**config.mk**
```make
export PLATFORM = sky130hd
export DESIGN_NAME = jt7759_seq
export DESIGN_NICKNAME = d
export VERILOG_FILES = /design/src/rtl/jt7759_seq.sv
export SDC_FILE = /design/constraint.sdc
export NUM_CORES = 1
export LEC_CHECK = 0
export ABC_AREA = 0
export CORE_MARGIN = 1
export CORE_UTILIZATION = 55
export CTS_CLUSTER_SIZE = 40
export DETAILED_ROUTE_END_ITERATION = 16
export DONT_BUFFER_PORTS = 1
export PLACE_DENSITY_LB_ADDON = 0.2
export SLEW_MARGIN = 40
export SYNTH_ARGS = -nofsm -noshare
export SYNTH_HDL_FRONTEND = slang
export SYNTH_SLANG_ARGS = --single-unit
```
**constraint.sdc**
```tcl
create_clock -name clk -period 2.7 [get_ports clk]
set_clock_uncertainty 0.05 [all_clocks]
set_input_delay 0.54 -clock clk [delete_from_list [all_inputs] [get_ports clk]]
set_output_delay 0.54 -clock clk [all_outputs]
set_load 0.03 [all_outputs]
```
**src/rtl/jt7759_seq.sv**
```systemverilog
`default_nettype none
// =============================================================================
// Module : jt7759_seq
// Brief  : ADPCM phrase sequencer. Walks the phrase table, fetches commands
//          and streams nibbles to the decoder. Defining JT7759_REPEAT_EN
//          enables the repeat command (0xC0-0xFF).
// Rev    : 1.0
// =============================================================================
module jt7759_seq (
    input  logic        rst,
    input  logic        clk,
    input  logic        cen_ctl,
    input  logic        cen_dec,
    input  logic        stn,
    input  logic [7:0]  phrase,
    output logic        busyn,
    output logic        ctrl_cs,
    output logic [16:0] ctrl_addr,
    input  logic [7:0]  ctrl_din,
    input  logic        ctrl_ok,
    output logic        ctrl_flush,
    output logic        dec_rst,
    output logic        dec_stb,
    output logic [3:0]  dec_nibble
);

    typedef enum logic [3:0] {
        IDLE   = 4'd0,
        RD_CNT = 4'd1,
        RD_HI  = 4'd2,
        RD_LO  = 4'd3,
        RD_CMD = 4'd4,
        SILENT = 4'd5,
        RD_LEN = 4'd6,
        PLAY   = 4'd7,
        RD_REP = 4'd8
    } state_t;

    state_t      r_state;
    logic        r_stn_l;
    logic        r_busyn;
    logic        r_cs;
    logic        r_flush;
    logic        r_dec_rst;
    logic        r_stb;
    logic [3:0]  r_nibble;
    logic [16:0] r_addr;
    logic [16:0] r_start;
    logic [7:0]  r_phrase;
    logic [7:0]  r_hi;
    logic [7:0]  r_byte;
    logic [10:0] r_cnt;
    logic        r_have;
    logic        r_half;

    logic        w_start;
    logic        w_got;
    logic        w_rd;
    logic        w_cmd_end;

`ifdef JT7759_REPEAT_EN
    logic [2:0]  r_cmd3;
    logic [2:0]  r_rep;
    logic        r_rep_act;
    logic [2:0]  w_rep;

    assign w_rep     = r_rep_act ? r_rep : r_cmd3;
    assign w_cmd_end = (ctrl_din == 8'h00);
`else
    assign w_cmd_end = (ctrl_din == 8'h00) || (ctrl_din[7:6] == 2'b11);
`endif

    assign w_start = cen_ctl & r_stn_l & ~stn;
    assign w_got   = cen_ctl & r_cs & ctrl_ok;
    assign w_rd    = (r_state == RD_CNT) || (r_state == RD_HI) || (r_state == RD_LO) ||
                     (r_state == RD_CMD) || (r_state == RD_LEN);

    always_ff @(posedge clk or posedge rst) begin
        if (rst) begin
            r_state   <= IDLE;
            r_stn_l   <= 1'b1;
            r_busyn   <= 1'b1;
            r_cs      <= 1'b0;
            r_flush   <= 1'b0;
            r_dec_rst <= 1'b0;
            r_stb     <= 1'b0;
            r_nibble  <= 4'd0;
            r_addr    <= 17'd0;
            r_start   <= 17'd0;
            r_phrase  <= 8'd0;
            r_hi      <= 8'd0;
            r_byte    <= 8'd0;
            r_cnt     <= 11'd0;
            r_have    <= 1'b0;
            r_half    <= 1'b0;
`ifdef JT7759_REPEAT_EN
            r_cmd3    <= 3'd0;
            r_rep     <= 3'd0;
            r_rep_act <= 1'b0;
`endif
        end else begin
            r_flush   <= 1'b0;
            r_dec_rst <= 1'b0;
            r_stb     <= 1'b0;
            if (cen_ctl) r_stn_l <= stn;

            if (w_start) begin
                // A new start always wins, aborting whatever fetch is in flight
                r_phrase  <= phrase;
                r_busyn   <= 1'b0;
                r_cs      <= 1'b0;
                r_addr    <= 17'd0;
                r_cnt     <= 11'd0;
                r_have    <= 1'b0;
                r_flush   <= (r_state != IDLE);
                r_state   <= RD_CNT;
`ifdef JT7759_REPEAT_EN
                r_rep_act <= 1'b0;
`endif
            end else begin
                if (w_rd) begin
                    if (cen_ctl && !r_cs) r_cs <= 1'b1;
                    if (w_got) begin
                        r_cs   <= 1'b0;
                        r_addr <= r_addr + 17'd1;
                    end
                end

                case (r_state)
                    RD_CNT: if (w_got) begin
                        if (r_phrase > ctrl_din) begin
                            r_state <= IDLE;
                            r_busyn <= 1'b1;
                        end else begin
                            r_state <= RD_HI;
                            r_addr  <= 17'd5 + {8'd0, r_phrase, 1'b0};
                        end
                    end
                    RD_HI: if (w_got) begin
                        r_hi    <= ctrl_din;
                        r_state <= RD_LO;
                    end
                    RD_LO: if (w_got) begin
                        r_start   <= {r_hi, ctrl_din, 1'b0};
                        r_addr    <= {r_hi, ctrl_din, 1'b0};
                        r_dec_rst <= 1'b1;
                        r_state   <= RD_CMD;
                    end
                    RD_CMD: if (w_got) begin
                        if (w_cmd_end) begin
                            r_state <= IDLE;
                            r_busyn <= 1'b1;
                            r_flush <= 1'b1;
                        end else begin
                            case (ctrl_din[7:6])
                                2'b00: begin
                                    r_cnt   <= {ctrl_din[5:0], 5'd0};
                                    r_state <= SILENT;
                                end
                                2'b01: begin
                                    r_cnt   <= 11'd256;
                                    r_have  <= 1'b0;
                                    r_state <= PLAY;
                                end
                                2'b10: r_state <= RD_LEN;
                                default: begin
`ifdef JT7759_REPEAT_EN
                                    r_cmd3  <= ctrl_din[2:0];
                                    r_state <= RD_REP;
`else
                                    r_state <= IDLE;
`endif
                                end
                            endcase
                        end
                    end
                    SILENT: begin
                        if (cen_dec && r_cnt != 11'd0) begin
                            r_stb    <= 1'b1;
                            r_nibble <= 4'd0;
                            r_cnt    <= r_cnt - 11'd1;
                        end
                        if (cen_ctl && r_cnt == 11'd0) r_state <= RD_CMD;
                    end
                    RD_LEN: if (w_got) begin
                        r_cnt   <= {3'd0, ctrl_din} + 11'd1;
                        r_have  <= 1'b0;
                        r_state <= PLAY;
                    end
                    PLAY: begin
                        // One byte buffered at most; the next fetch waits for its low nibble
                        if (w_got) begin
                            r_byte <= ctrl_din;
                            r_have <= 1'b1;
                            r_half <= 1'b0;
                            r_cs   <= 1'b0;
                            r_addr <= r_addr + 17'd1;
                        end else if (cen_ctl && !r_have && !r_cs) begin
                            if (r_cnt != 11'd0) r_cs <= 1'b1;
                            else                r_state <= RD_CMD;
                        end
                        if (cen_dec && r_have) begin
                            r_stb    <= 1'b1;
                            r_nibble <= r_half ? r_byte[3:0] : r_byte[7:4];
                            r_half   <= ~r_half;
                            r_cnt    <= r_cnt - 11'd1;
                            if (r_half || r_cnt == 11'd1) r_have <= 1'b0;
                        end
                    end
`ifdef JT7759_REPEAT_EN
                    RD_REP: if (cen_ctl) begin
                        r_state <= RD_CMD;
                        if (w_rep != 3'd0) begin
                            r_rep     <= w_rep - 3'd1;
                            r_rep_act <= 1'b1;
                            r_addr    <= r_start;
                        end else begin
                            r_rep_act <= 1'b0;
                        end
                    end
`endif
                    default: r_state <= IDLE;
                endcase
            end
        end
    end

    assign busyn      = r_busyn;
    assign ctrl_cs    = r_cs;
    assign ctrl_addr  = r_addr;
    assign ctrl_flush = r_flush;
    assign dec_rst    = r_dec_rst;
    assign dec_stb    = r_stb;
    assign dec_nibble = r_nibble;

endmodule
`default_nettype wire

```
== Word level (Yosys, flattened, before mapping) ==
Index checks and enable logic that the tools add are counted.
Widths: inputs -> output; s select.

* Output and inout bits: 26
* Word-level logic and storage cells: 157
* Register bits: 68

* Order comparisons: 1
* Bitwise gates (word level): 7
* $add $sub $neg: 4
* Reduce and logical (&&, ||, !) cells: 32
* Equal/unequal tests: 29
* Muxes and demuxes: 69

{| class="wikitable"
|+ Operator list
! kind !! count
|-
| $mux 17 || 7
|-
| $mux 11 || 6
|-
| $mux 4 || 13
|-
| $pmux 17 s3 || 1
|-
| $pmux 11 s4 || 1
|-
| $ne 3x3->1 const B || 13
|-
| $mux 1 || 32
|-
| $pmux 4 s7 || 1
|-
| $pmux 11 s2 || 1
|-
| $add 17x1->17 const B || 1
|-
| $eq 4x3->1 const B || 4
|-
| $eq 11x1->1 const B || 1
|-
| $logic_not 11->1 || 1
|-
| $reduce_bool 11->1 || 1
|-
| $sub 11x1->11 const B || 1
|-
| $add 3x9->10 const A || 1
|-
| $reduce_and 5->1 || 2
|-
| $add 8x1->9 const B || 1
|-
| $pmux 3 s3 || 1
|-
| $reduce_and 3->1 || 3
|-
| $reduce_and 9->1 || 1
|-
| $eq 4x2->1 const B || 2
|-
| $gt 8x8->1 || 1
|-
| $logic_not 8->1 || 1
|-
| other kinds (23) || 45
|}

== Longest topological paths before layout ==
Gate-level depths: netlist of run 1.

* Depth after elaboration: 11
* Mapped depth: 10

== Least setup slack after synthesis of run 1 ==
No wires, ideal clock.

* Kind: input port to flip-flop
* Start point: in ctrl_din[0]
* End point: reg r_cnt[6]
* Data arrival time: 2.227 ns
* Cell stages on the path: 9
* Buffers on the path: 1
* Slack: 0.301 ns
* Required time: 2.528 ns
* Library setup time: 0.122 ns
* Cell sequence: clkbuf_1 > inv_1 > ha_1 > nor2b_1 > a2111oi_4 > a311oi_2 > nor3_4 > o21ai_1 > a32o_1

* Cells in the longest elaborated chain, start to end: 4
* Elaborated cells between the ends (all ways): 8

{| class="wikitable"
|+ Ends and longest elaborated chain
! element !! line !! source
|-
| from (decl) || 19 || <nowiki>input logic [7:0] ctrl_din,</nowiki>
|-
| $add 8x1->9 / $logic_not 8->1 (equally long branches) || 186, 70 ||
|-
| $mux 11 / $logic_or 1x1->1 (equally long branches) || 185, 70 ||
|-
| $pmux 11 s4 / $ne 3x3->1 (equally long branches) || n/a ||
|-
| $mux 11 / $reduce_and 7->1 (equally long branches) || n/a ||
|-
| to (signal assigned) || 181 || <nowiki>r_cnt <= r_cnt - 11'd1;</nowiki>
|-
| to (signal assigned) || 186 || <nowiki>r_cnt <= {3'd0, ctrl_din} + 11'd1;</nowiki>
|-
| to (signal assigned) || 206 || <nowiki>r_cnt <= r_cnt - 11'd1;</nowiki>
|-
| to (decl) || 52 || <nowiki>logic [10:0] r_cnt;</nowiki>
|}

Parallel ways exist; a longest one is shown, timed or not. The select of a mux whose other input is x is not followed.
A chain may end at the register's enable or synchronous reset.

== Worst setup path after layout of run 1 ==
* Start point: reg r_state[0]
* End point: reg r_cnt[6]

* Cells in the longest elaborated chain, start to end: 3
* Elaborated cells between the ends (all ways): 14

{| class="wikitable"
|+ Ends and longest elaborated chain
! element !! line !! source
|-
| from (decl) || 39 || <nowiki>state_t r_state;</nowiki>
|-
| from (signal assigned) || 80 || <nowiki>r_state <= IDLE;</nowiki>
|-
| from (signal assigned) || 116 || <nowiki>r_state <= RD_CNT;</nowiki>
|-
| from (signal assigned) || 132 || <nowiki>r_state <= IDLE;</nowiki>
|-
| $eq 4x3->1 || 129 || <nowiki>case (r_state)</nowiki>
|-
| $ne 4x2->1 (no line) (tied with other cells) || n/a ||
|-
| $reduce_and 7->1 (no line) / $mux 11 (equally long branches) || n/a ||
|-
| to (signal assigned) || 157 || <nowiki>r_cnt <= {ctrl_din[5:0], 5'd0};</nowiki>
|-
| to (signal assigned) || 181 ||
|-
| to (signal assigned) || 186 ||
|}

Parallel ways exist; a longest one is shown, timed or not.

==> summary.md, run 1 <==
| Metric | Value |
|---|---|
| RD Place Congestion | `0.918` |
| Site Rows | `33` |
| Req. time, crit path | `2.91 ns` |
| Relative slew slack | `0.512` |
| #FFs+latches synth | `67` |
| Post-Syn Area per Cell | `8.64 um^2` |
| Distinct cells, synth | `68` |
| Postcts setup bufs | `0` |
| EDFF count, synth | `0` |
| FMAX | `0.431 GHz` |
| Synth async-reset ratio | `1.00` |
| Vias post-DR | `4551` |
| Fin cells | `677` |
| Initial antenna violation count | `0` |
| Worst slew pin tran | `0.727 ns` |
| Fin. max-slew vios | `0` |
| # setup viols final | `0` |
| Seq/Total Area, Yosys | `0.344` |
| CTS clk-pin slew, worst paths | `0.09 ns` |
| Multi-input gate area | `2920 um^2` |
| Maximum VDD drop | `0.547 mV` |
| PwrDens | `831 nW/um^2` |
| Synthesized area | `4870 um^2` |
| Global Route Usage Sum | `0.320` |
| Top cells by area, synth | `dfrtp_1, ha_1, nand2_1, xnor2_1, mux2_2` |
| Clock Latency Late Sink | `0.37 ns` |
| Crit path cell chain | `and2_1, buf_4, a22o_1, nor3_4, buf_4, o21ai_1, a32o_1` |
| Ys Warns | `0` |
| Crit-path most repeated cell | `buf_4` |
| Die area | `9240 um^2` |
| Number of fill cells in the layout | `687` |
| Final Critical Period | `2.32 ns` |
| Worst path top cell family by delay | `flip-flops` |
| 1st-pass router iterations | `5` |
| Largest area contributor in the netlist | `dfrtp_1` |
| Layout cell share with drive strength beyond 1 | `0.163` |
| Synthesized Nets | `605` |
| Static leakage | `0.00220 uW` |
| First-pass GRT wire length | `22.2 mm` |
| CTS HTree Levels | `3` |
| Clk buf depth | `2` |
| DRC Markers | `0` |
| Endpoints failing hold | `0` |
| Commonest register cell after synthesis | `dfrtp_1` |
| Unrepaired setup endpoints after global routing | `no` |
| TNS Setup | `0 ns` |
| Tcrit/Tclk final | `0.860` |
| Final wirelength | `13.9 mm` |
| CTS tree | `yes` |
| Inst Count DP | `661` |
| Status | `completed` |
| Crit-path slowest cell | `dfrtp_1` |
| Clock root buffer | `clkbuf_8` |
| CTS Sinks | `67` |
| Boundary pin count | `48` |
| Total power | `4400 uW` |
| Die span in y | `96.1 um` |
| Crit path launch type | `flip-flop` |
| CP peak stage delay | `0.59 ns` |
| CTS Buf Count | `9` |
| HP Class | `input pin to asynchronous set/reset pin` |
| Largest net degree at the start of global routing | `68` |
| GRT Residual Overflow | `0` |
| Most frequent cells in the layout | `dfrtp_1, nand2_1, nor2_1` |
| MaxCap Viol Count | `0` |
| CTS Hold Bufs | `0` |
| FF-to-FF path depth | `7` |
| Worst R2R Start | `r_state[0]$_DFFE_PP0P_` |
| Critical-path maximum fanout | `19` |
| Flop2flop setup slack | `0.38 ns` |
| Initial core utilization | `0.582` |
| Cells after synthesis | `564` |
| Post-cts gate resize count | `0` |
| Yosys top cell area share | `0.334` |
| Register area | `1680 um^2` |
| Routed WL per cell | `20.6 um` |
| Die Wd | `96.1 um` |
| CP Capture Type | `flip-flop` |
| Routed Antenna Nets | `0` |
| R2r endpoint | `r_cnt[6]$_DFFE_PP0P_` |
| Placed wire-length estimate | `9.82 mm` |
| Final nets | `608` |
| Vias in the first global route | `4326` |
| Diodes inserted | `0` |
| CP Data Arrival Time | `2.53 ns` |
| Bufs and invs on worst path | `2` |
| Area growth syn-to-layout | `8.50%` |
| PortBufs | `0` |
| Drt initial violations | `331` |
| DR vias/cell | `6.72` |
| Kind of critical path | `flip-flop to flip-flop` |
| Core box area | `8380 um^2` |
| Commonest non-fill, non-tap cell in the layout | `dfrtp_1` |
-- how the worst max path moves through the flow --
stage                           startpoint                     end  slack [ns]  cells past startpoint
finish              r_state[0]$_DFFE_PP0P_    r_cnt[6]$_DFFE_PP0P_        0.38                      7
global route             ctrl_cs$_DFF_PP0_  ctrl_addr[2]$_DFF_PP0_        0.29                      6
CTS                 r_state[0]$_DFFE_PP0P_    r_cnt[9]$_DFFE_PP0P_        0.43                      7
detailed placement             ctrl_din[7]  ctrl_addr[8]$_DFF_PP0_        0.32                      8
global placement               ctrl_din[7]  ctrl_addr[8]$_DFF_PP0_        0.40                      8
floorplan                      ctrl_din[0]    r_cnt[6]$_DFFE_PP0P_        0.30                      9
-- stage by stage --
stage / util / instance area, um^2 / hold WS [ns] / setup WS (ns)
global placement: 0.606 / 5080 / 0.438 / 0.396
detailed placement: 0.606 / 5080 / 0.445 / 0.319
CTS: 0.631 / 5290 / 0.0852 / 0.431
global route: 0.631 / 5290 / 0.0949 / 0.293
floorplan: - / 4870 / 0.422 / 0.301
finish: 0.631 / 5290 / 0.0703 / 0.377
-- power by group --
| group | internal (uW) | switching (uW) | total [uW] |
|---|---|---|---|
| registers | 1230 | 362 | 1590 |
| logic | 759 | 1130 | 1890 |
| clock network | 443 | 474 | 916 |
| total | 2430 | 1970 | 4400 |
-- cell usage after synthesis, types with 5 or more instances --
master,instances
a211oi_1,5
a21oi_1,20
a22oi_1,7
a31oi_1,8
a32o_1,6
and2_1,6
and3_1,10
buf_1,6
buf_2,16
clkbuf_1,17
dfrtp_1,65
ha_1,19
inv_1,21
mux2_2,18
mux2i_1,10
nand2_1,63
nand3_1,29
nand4_1,11
nor2_1,46
nor3_1,17
o211ai_1,7
o21ai_0,23
o21ai_1,7
o22ai_1,11
o31ai_1,6
xnor2_1,24
-- cell families after synthesis --
| logic type | synth area share |
|---|---|
| xor gates and xnor gates | 0.0503 |
| adders and majority gates | 0.0488 |
| DFF | 0.344 |
| buffers and inverters | 0.0557 |
| AOI/OAI and AO/OA | 0.207 |
| muxes | 0.0621 |
| and+or+nand+nor | 0.231 |
-- final cells by class --
cell class / instances / area share
Clock inverter: 7 / 0.0159
Sequential cell: 67 / 0.317
Inverter: 21 / 0.0149
Multi-Input combinational cell: 434 / 0.553
Clock buffer: 9 / 0.0234
Timing Repair Buffer: 34 / 0.0506
Tap cell: 105 / 0.0248
-- worst reg2reg max path, cell delays in order, from the launching register on --
cell	delay, ns
dfrtp_1	0.59
and2_1	0.34
buf_4	0.21
a22o_1	0.22
nor3_4	0.17
buf_4	0.26
o21ai_1	0.10
a32o_1	0.26
-- flip-flops by register name, indices dropped and copies added (netlist names) --
register,flops
busyn,1
ctrl_addr,17
ctrl_cs,1
ctrl_flush,1
dec_nibble,4
dec_rst,1
dec_stb,1
r_byte,8
r_cnt,11
r_half,1
r_have,1
r_hi,8
r_phrase,8
r_state,3
r_stn_l,1
-- layer usage --
metal | wire, um | up-vias | track usage | part of all wire
li1 | - | 2082 | - | -
met1 | 5850 | 2171 | 0.428 | 0.42
met2 | 6290 | 263 | 0.483 | 0.45
met3 | 1360 | 35 | 0.0727 | 0.097
met4 | 438 | 0 | 0.163 | 0.031
met5 | 0 | - | 0 | 0
Note: power is estimated with default switching activity, not from simulation.
==> run 2, diff against run 1 <==
--- a/config.mk
+++ b/config.mk
@@ -8,2 +8,3 @@
 export ABC_AREA = 0
+export CORE_ASPECT_RATIO = 1.2
 export CORE_MARGIN = 1
==> constraint.sdc (replaced) <==
create_clock -name clk -period 2.7 [get_ports clk]
set_clock_uncertainty 0.05 [all_clocks]
set_input_delay 0.27 -clock clk [delete_from_list [all_inputs] [get_ports clk]]
set_output_delay 0.27 -clock clk [all_outputs]
set_load 0.03 [all_outputs]
==> summary.md, run 2 (synthesis gave the netlist of run 1 again) <==
| Metric | Value |
|---|---|
| Clock root buffer | `clkbuf_8 (unchanged)` |
| CTS Sinks | `67 (unchanged)` |
| Global Route Usage Sum | `0.340 (was 0.320)` |
| Clock Latency Late Sink | `0.37 ns (about the same)` |
| Postcts setup bufs | `0 (unchanged)` |
| Fin Hold WS | `-0.00301 ns (was 0.0703 ns)` |
| Pre-CTS setup slack | `0.300 ns (was 0.319 ns)` |
| CTS Buf Count | `9 (unchanged)` |
| Hold_sp | `ctrl_din[7]` |
| Maximum VDD drop | `0.649 mV (was 0.547 mV)` |
| RD Place Congestion | `0.923 (was 0.918)` |
| First-pass GRT wire length | `23.5 mm (was 22.2 mm)` |
| TNS Setup | `0 ns (unchanged)` |
| CTS clk-pin slew, worst paths | `0.09 ns (about the same)` |
| DR vias/cell | `6.48 (was 6.72)` |
| Endpoints failing hold | `1 (was 0)` |
| Fin. max-slew vios | `0 (unchanged)` |
| CTS Hold Bufs | `9 (was 0)` |
| Tcrit/Tclk final | `0.909 (was 0.860)` |
| CTS HTree Levels | `3 (unchanged)` |
| Drt initial violations | `350 (was 331)` |
| 1st-pass router iterations | `4 (was 5)` |
| DRC Markers | `0 (unchanged)` |
| Die Wd | `87.9 um (was 96.1 um)` |
| Critical-path maximum fanout | `19 (unchanged)` |
| Cell area after layout | `5410 um^2 (was 5290 um^2)` |
| Crit-path slowest cell | `dfrtp_1 (unchanged)` |
| Die area | `9250 um^2 (was 9240 um^2)` |
| CP Capture Type | `flip-flop (unchanged)` |
| Layout cell share with drive strength beyond 1 | `0.155 (was 0.163)` |
| Worst R2R Start | `r_state[1]$_DFFE_PP0P_ (was r_state[0]$_DFFE_PP0P_)` |
| Crit path cell chain | `and3_1, nand2_1, nor2_2, mux2_2 (was and2_1, buf_4, a22o_1, nor3_4, buf_4, o21ai_1, a32o_1)` |
| Vias in the first global route | `4470 (was 4326)` |
| Post-route setup slack | `0.246 ns (was 0.377 ns)` |
| Post-cts gate resize count | `0 (unchanged)` |
| Relative slew slack | `0.562 (was 0.512)` |
| Initial core utilization | `0.566 (was 0.582)` |
| Clk buf depth | `2 (unchanged)` |
| Worst slew pin tran | `0.652 ns (was 0.727 ns)` |
| PortBufs | `0 (unchanged)` |
| Status | `complete, but fails checks (was completed)` |
| Placed wire-length estimate | `10.4 mm (was 9.82 mm)` |
| Routed Antenna Nets | `0 (unchanged)` |
| CTS tree | `yes (unchanged)` |
| FMAX | `0.408 GHz (was 0.431 GHz)` |
| Initial antenna violation count | `0 (unchanged)` |
| Final nets | `617 (was 608)` |
| CP peak stage delay | `0.75 ns (was 0.59 ns)` |
| Bufs and invs on worst path | `0 (was 2)` |
| Site Rows | `37 (was 33)` |
| Static leakage | `0.00224 uW (was 0.00220 uW)` |
| Die span in y | `105 um (was 96.1 um)` |
| Boundary pin count | `48 (unchanged)` |
| Largest net degree at the start of global routing | `39 (was 68)` |
| Core box area | `8610 um^2 (was 8380 um^2)` |
| Area growth syn-to-layout | `10.9% (was 8.50%)` |
| GRT Residual Overflow | `0 (unchanged)` |
| Unrepaired setup endpoints after global routing | `no (unchanged)` |
| Final Critical Period | `2.45 ns (was 2.32 ns)` |
| Kind of critical path | `flip-flop to flip-flop (unchanged)` |
| # setup viols final | `0 (unchanged)` |
| CP startpoint | `r_state[1]$_DFFE_PP0P_ (was r_state[0]$_DFFE_PP0P_)` |
| Most frequent cells in the layout | `dfrtp_1, nand2_1, nor2_1 (unchanged)` |
| Req. time, crit path | `2.89 ns (was 2.91 ns)` |
| Crit path launch type | `flip-flop (unchanged)` |
| MaxCap Viol Count | `0 (unchanged)` |
| Max reg flops | `17 (unchanged)` |
| Placed cell areas | `5060 um^2 (was 5080 um^2)` |
| CP Data Arrival Time | `2.65 ns (was 2.53 ns)` |
| Routed WL per cell | `21.1 um (was 20.6 um)` |
| Diodes inserted | `0 (unchanged)` |
| Commonest non-fill, non-tap cell in the layout | `dfrtp_1 (unchanged)` |
| Worst path top cell family by delay | `simple AND/OR/NAND/NOR gates (was flip-flops)` |
| Vias post-DR | `4524 (was 4551)` |
| Final wirelength | `14.8 mm (was 13.9 mm)` |
| Failing checks | `negative hold slack` |
| HP Class | `input pin to flip-flop (was input pin to asynchronous set/reset pin)` |
| PwrDens | `826 nW/um^2 (was 831 nW/um^2)` |
==> run 2: changes by cell type in the layout (fill, tap and decap cells not counted), sizes merged <==
| cell | before | now |
|---|---|---|
| clkbuf | 9 | 10 |
| buf | 34 | 31 |
| clkinvlp | 1 | 2 |
| inv | 24 | 21 |
| bufinv | 1 | 2 |
| dlygate4sd3 | 0 | 12 |
==> run 2: final timing paths <==
| path | end | slack [ns] | depth (start not counted) |
|---|---|---|---|
| max | r_byte[7]$_DFFE_PP0P_ | 0.25 | 4 |
| max in group asynchronous | r_stn_l$_DFFE_PP1P_ | 1.79 | 3 |
| min | r_hi[7]$_DFFE_PP0P_ | -0.003 | 1 |
| min in group asynchronous | ctrl_addr[11]$_DFF_PP0_ | 0.40 | 3 |
| max reg2reg | r_byte[7]$_DFFE_PP0P_ | 0.25 | 4 |
| min reg2reg | r_byte[5]$_DFFE_PP0P_ | 0.46 | 1 |
==> run 2: final cells by class <==
type,count,area [um^2]
fill,758,3200
inverter,21,78.8
tap,117,146
clock buffer,10,138
sequential,67,1680
timing repair buffer,43,353
multi-input combinational,434,2920
clock inverter,6,88.8
==> run 2: where the power goes <==
group,internal (uW),switching (uW)
clock,545,425
sequential,1230,357
combinational,760,1150
total,2540,1930
==> run 2: layer usage <==
metal	part of all wire	global-route usage
met1	0.42	0.430
met2	0.49	0.551
met3	0.052	0.0569
met4	0.037	0.172
met5	0	0
==> run 2: stage by stage <==
| stage | hold WS (ns) | instances | util | power [uW] |
|---|---|---|---|---|
| 2_1_floorplan | 0.325 | 564 | - | 2930 |
| 3_3_place_gp | 0.220 | 670 | 0.588 | 3430 |
| 3_5_place_dp | 0.229 | 670 | 0.588 | 3460 |
| 4_1_cts | 0.000563 | 695 | 0.625 | 4440 |
| 5_1_grt | 0.00184 | 698 | 0.628 | 4740 |
| 6_report | -0.00301 | 698 | 0.628 | 4470 |
==> run 3, diff against run 2 <==
Settings changed: CORE_UTILIZATION 55 to 50, CTS_BUF_LIST from default to sky130_fd_sc_hd__clkbuf_8, SKIP_CTS_REPAIR_TIMING from default to 1.
==> summary.md, run 3 (synthesis gave the netlist of run 1 again) <==
| Metric | Value |
|---|---|
| Status | `complete, but fails checks (unchanged)` |
| Failing checks | `negative hold slack (unchanged)` |
| Drt initial violations | `413 (was 350)` |
| Crit-path slowest cell | `dfrtp_1 (unchanged)` |
| Req. time, crit path | `2.90 ns (was 2.89 ns)` |
| CTS HTree Levels | `3 (unchanged)` |
| PwrDens | `816 nW/um^2 (was 826 nW/um^2)` |
| Final Critical Period | `2.41 ns (was 2.45 ns)` |
| Clock root buffer | `clkbuf_8 (unchanged)` |
| Fin cells | `711 (was 698)` |
| CP Capture Type | `flip-flop (unchanged)` |
| Crit path launch type | `flip-flop (unchanged)` |
| DRC Markers | `0 (unchanged)` |
| MaxCap Viol Count | `0 (unchanged)` |
| Core box area | `9520 um^2 (was 8610 um^2)` |
| Commonest non-fill, non-tap cell in the layout | `dfrtp_1 (unchanged)` |
| Hold worst-path end | `r_phrase[1]$_DFFE_PP0P_ (was r_hi[7]$_DFFE_PP0P_)` |
| HP Class | `input pin to flip-flop (unchanged)` |
| First-pass GRT wire length | `22.5 mm (was 23.5 mm)` |
| Max reg flops | `17 (unchanged)` |
| Clock Latency Late Sink | `0.38 ns (was 0.37 ns)` |
| Endpoints failing hold | `1 (unchanged)` |
| Area growth syn-to-layout | `12.6% (was 10.9%)` |
| Placed wire-length estimate | `10.3 mm (was 10.4 mm)` |
| Kind of critical path | `flip-flop to flip-flop (unchanged)` |
| Clk buf depth | `2 (unchanged)` |
| # setup viols final | `0 (unchanged)` |
| 1st-pass router iterations | `6 (was 4)` |
| Layout cell share with drive strength beyond 1 | `0.153 (was 0.155)` |
| Hold Path Depth | `2 (was 1)` |
| Die Wd | `92.1 um (was 87.9 um)` |
| CP peak stage delay | `0.50 ns (was 0.75 ns)` |
| Largest net degree at the start of global routing | `43 (was 39)` |
| Unrepaired setup endpoints after global routing | `no (unchanged)` |
| Site Rows | `39 (was 37)` |
| Core Util, Final | `0.577 (was 0.628)` |
| Vias in the first global route | `4257 (was 4470)` |
| Relative slew slack | `0.546 (was 0.562)` |
| PortBufs | `0 (unchanged)` |
| Routed WL per cell | `20.8 um (was 21.1 um)` |
| Static leakage | `0.00228 uW (was 0.00224 uW)` |
| Die area | `10100 um^2 (was 9250 um^2)` |
| Boundary pin count | `48 (unchanged)` |
| Global Route Usage Sum | `0.294 (was 0.340)` |
| CTS clk-pin slew, worst paths | `0.08 ns (was 0.09 ns)` |
| Worst slew pin tran | `0.677 ns (was 0.652 ns)` |
| FMAX | `0.414 GHz (was 0.408 GHz)` |
| Routed Antenna Nets | `0 (unchanged)` |
| Die span in y | `110 um (was 105 um)` |
| Crit path cell chain | `buf_4, nor2b_1, and2_1, and3_1, a2111o_1, a41oi_1, a21oi_1 (was and3_1, nand2_1, nor2_2, mux2_2)` |
| Fin Hold WS | `-0.0120 ns (was -0.00301 ns)` |
| CTS Sinks | `67 (unchanged)` |
| Final nets | `624 (was 617)` |
| Critical-path maximum fanout | `10 (was 19)` |
| CTS Buf Count | `9 (unchanged)` |
| Initial antenna violation count | `0 (unchanged)` |
| Hold_sp | `phrase[1] (was ctrl_din[7])` |
| Vias post-DR | `4540 (was 4524)` |
| Final wirelength | `14.8 mm (about the same)` |
| Flop2flop setup slack | `0.29 ns (was 0.25 ns)` |
| DR vias/cell | `6.39 (was 6.48)` |
| Fin. max-slew vios | `0 (unchanged)` |
| CP Data Arrival Time | `2.61 ns (was 2.65 ns)` |
| Worst R2R Start | `r_state[0]$_DFFE_PP0P_ (was r_state[1]$_DFFE_PP0P_)` |
| Tcrit/Tclk final | `0.894 (was 0.909)` |
| Most frequent cells in the layout | `dfrtp_1, nand2_1, nor2_1 (unchanged)` |
| GRT Residual Overflow | `0 (unchanged)` |
| CTS tree | `yes (unchanged)` |
| Maximum VDD drop | `0.502 mV (was 0.649 mV)` |
| Initial core utilization | `0.512 (was 0.566)` |
| R2r endpoint | `ctrl_addr[9]$_DFF_PP0_ (was r_byte[7]$_DFFE_PP0P_)` |
| RD Place Congestion | `0.954 (was 0.923)` |
| Diodes inserted | `0 (unchanged)` |
| Inst Count DP | `677 (was 670)` |
| TNS Setup | `0 ns (unchanged)` |
| FF-to-FF path depth | `7 (was 4)` |
[run 3: cell types whose count changed in the layout (fill, tap and decap cells not counted), sizes merged]
cell         delta
buf             +1
clkbuf          -1
clkinv          +1
clkinvlp        -1
dlygate4sd3     +6
inv             +1
[run 3: worst max path at each step]
stage	startpoint	to	slack, ns	cells after the start
after floorplan	ctrl_addr[2]$_DFF_PP0_	ctrl_addr[9]$_DFF_PP0_	0.55	8
after global placement	r_state[0]$_DFFE_PP0P_	ctrl_addr[9]$_DFF_PP0_	0.33	7
after CTS	r_state[0]$_DFFE_PP0P_	ctrl_addr[9]$_DFF_PP0_	0.32	7
after global routing	r_state[0]$_DFFE_PP0P_	ctrl_addr[9]$_DFF_PP0_	0.21	7
after detailed placement	r_state[0]$_DFFE_PP0P_	ctrl_addr[9]$_DFF_PP0_	0.35	7
final	r_state[0]$_DFFE_PP0P_	ctrl_addr[9]$_DFF_PP0_	0.29	7
[run 3: cell type report]
cell class / count / area [um^2]
tap: 123 / 154
clock buffer: 9 / 124
timing repair buffer: 50 / 433
clock inverter: 7 / 93.8
sequential: 67 / 1680
multi-input combinational: 434 / 2920
fill: 868 / 4030
inverter: 21 / 78.8
[run 3: worst max-delay path, delay by kind of cell (launching register included)]
kind | cells | cell delay (ns)
AOI/OAI and AO/OA | 3 | 0.85
buffers and inverters | 1 | 0.22
and+or+nand+nor | 3 | 0.67
DFF | 1 | 0.50
[run 3: power by group]
part	total (uW)	internal (uW)	switching (uW)
combinational	2000	781	1220
sequential	1520	1230	292
clock	954	518	436
[run 3: metrics by stage]
stage / worst slack [ns] / hold WS, ns / total power, uW / cell area [um^2]
after CTS: 0.322 / -0.178 / 4430 / 5310
after floorplan: 0.552 / 0.325 / 2930 / 4870
after detailed placement: 0.352 / 0.218 / 3470 / 5090
final: 0.286 / -0.0120 / 4480 / 5490
after global routing: 0.212 / 0.0149 / 4730 / 5490
after global placement: 0.334 / 0.202 / 3430 / 5090
[run 3: per-layer routing]
metal  share of wire  wire length (um)  global-route usage  vias to the layer above
li1                -                 -                   -                     2103
met1            0.41              6030               0.352                     2198
met2            0.49              7190               0.496                      196
met3           0.071              1050              0.0604                       43
met4           0.035               510               0.161                        0
met5               0                 0                   0                        -
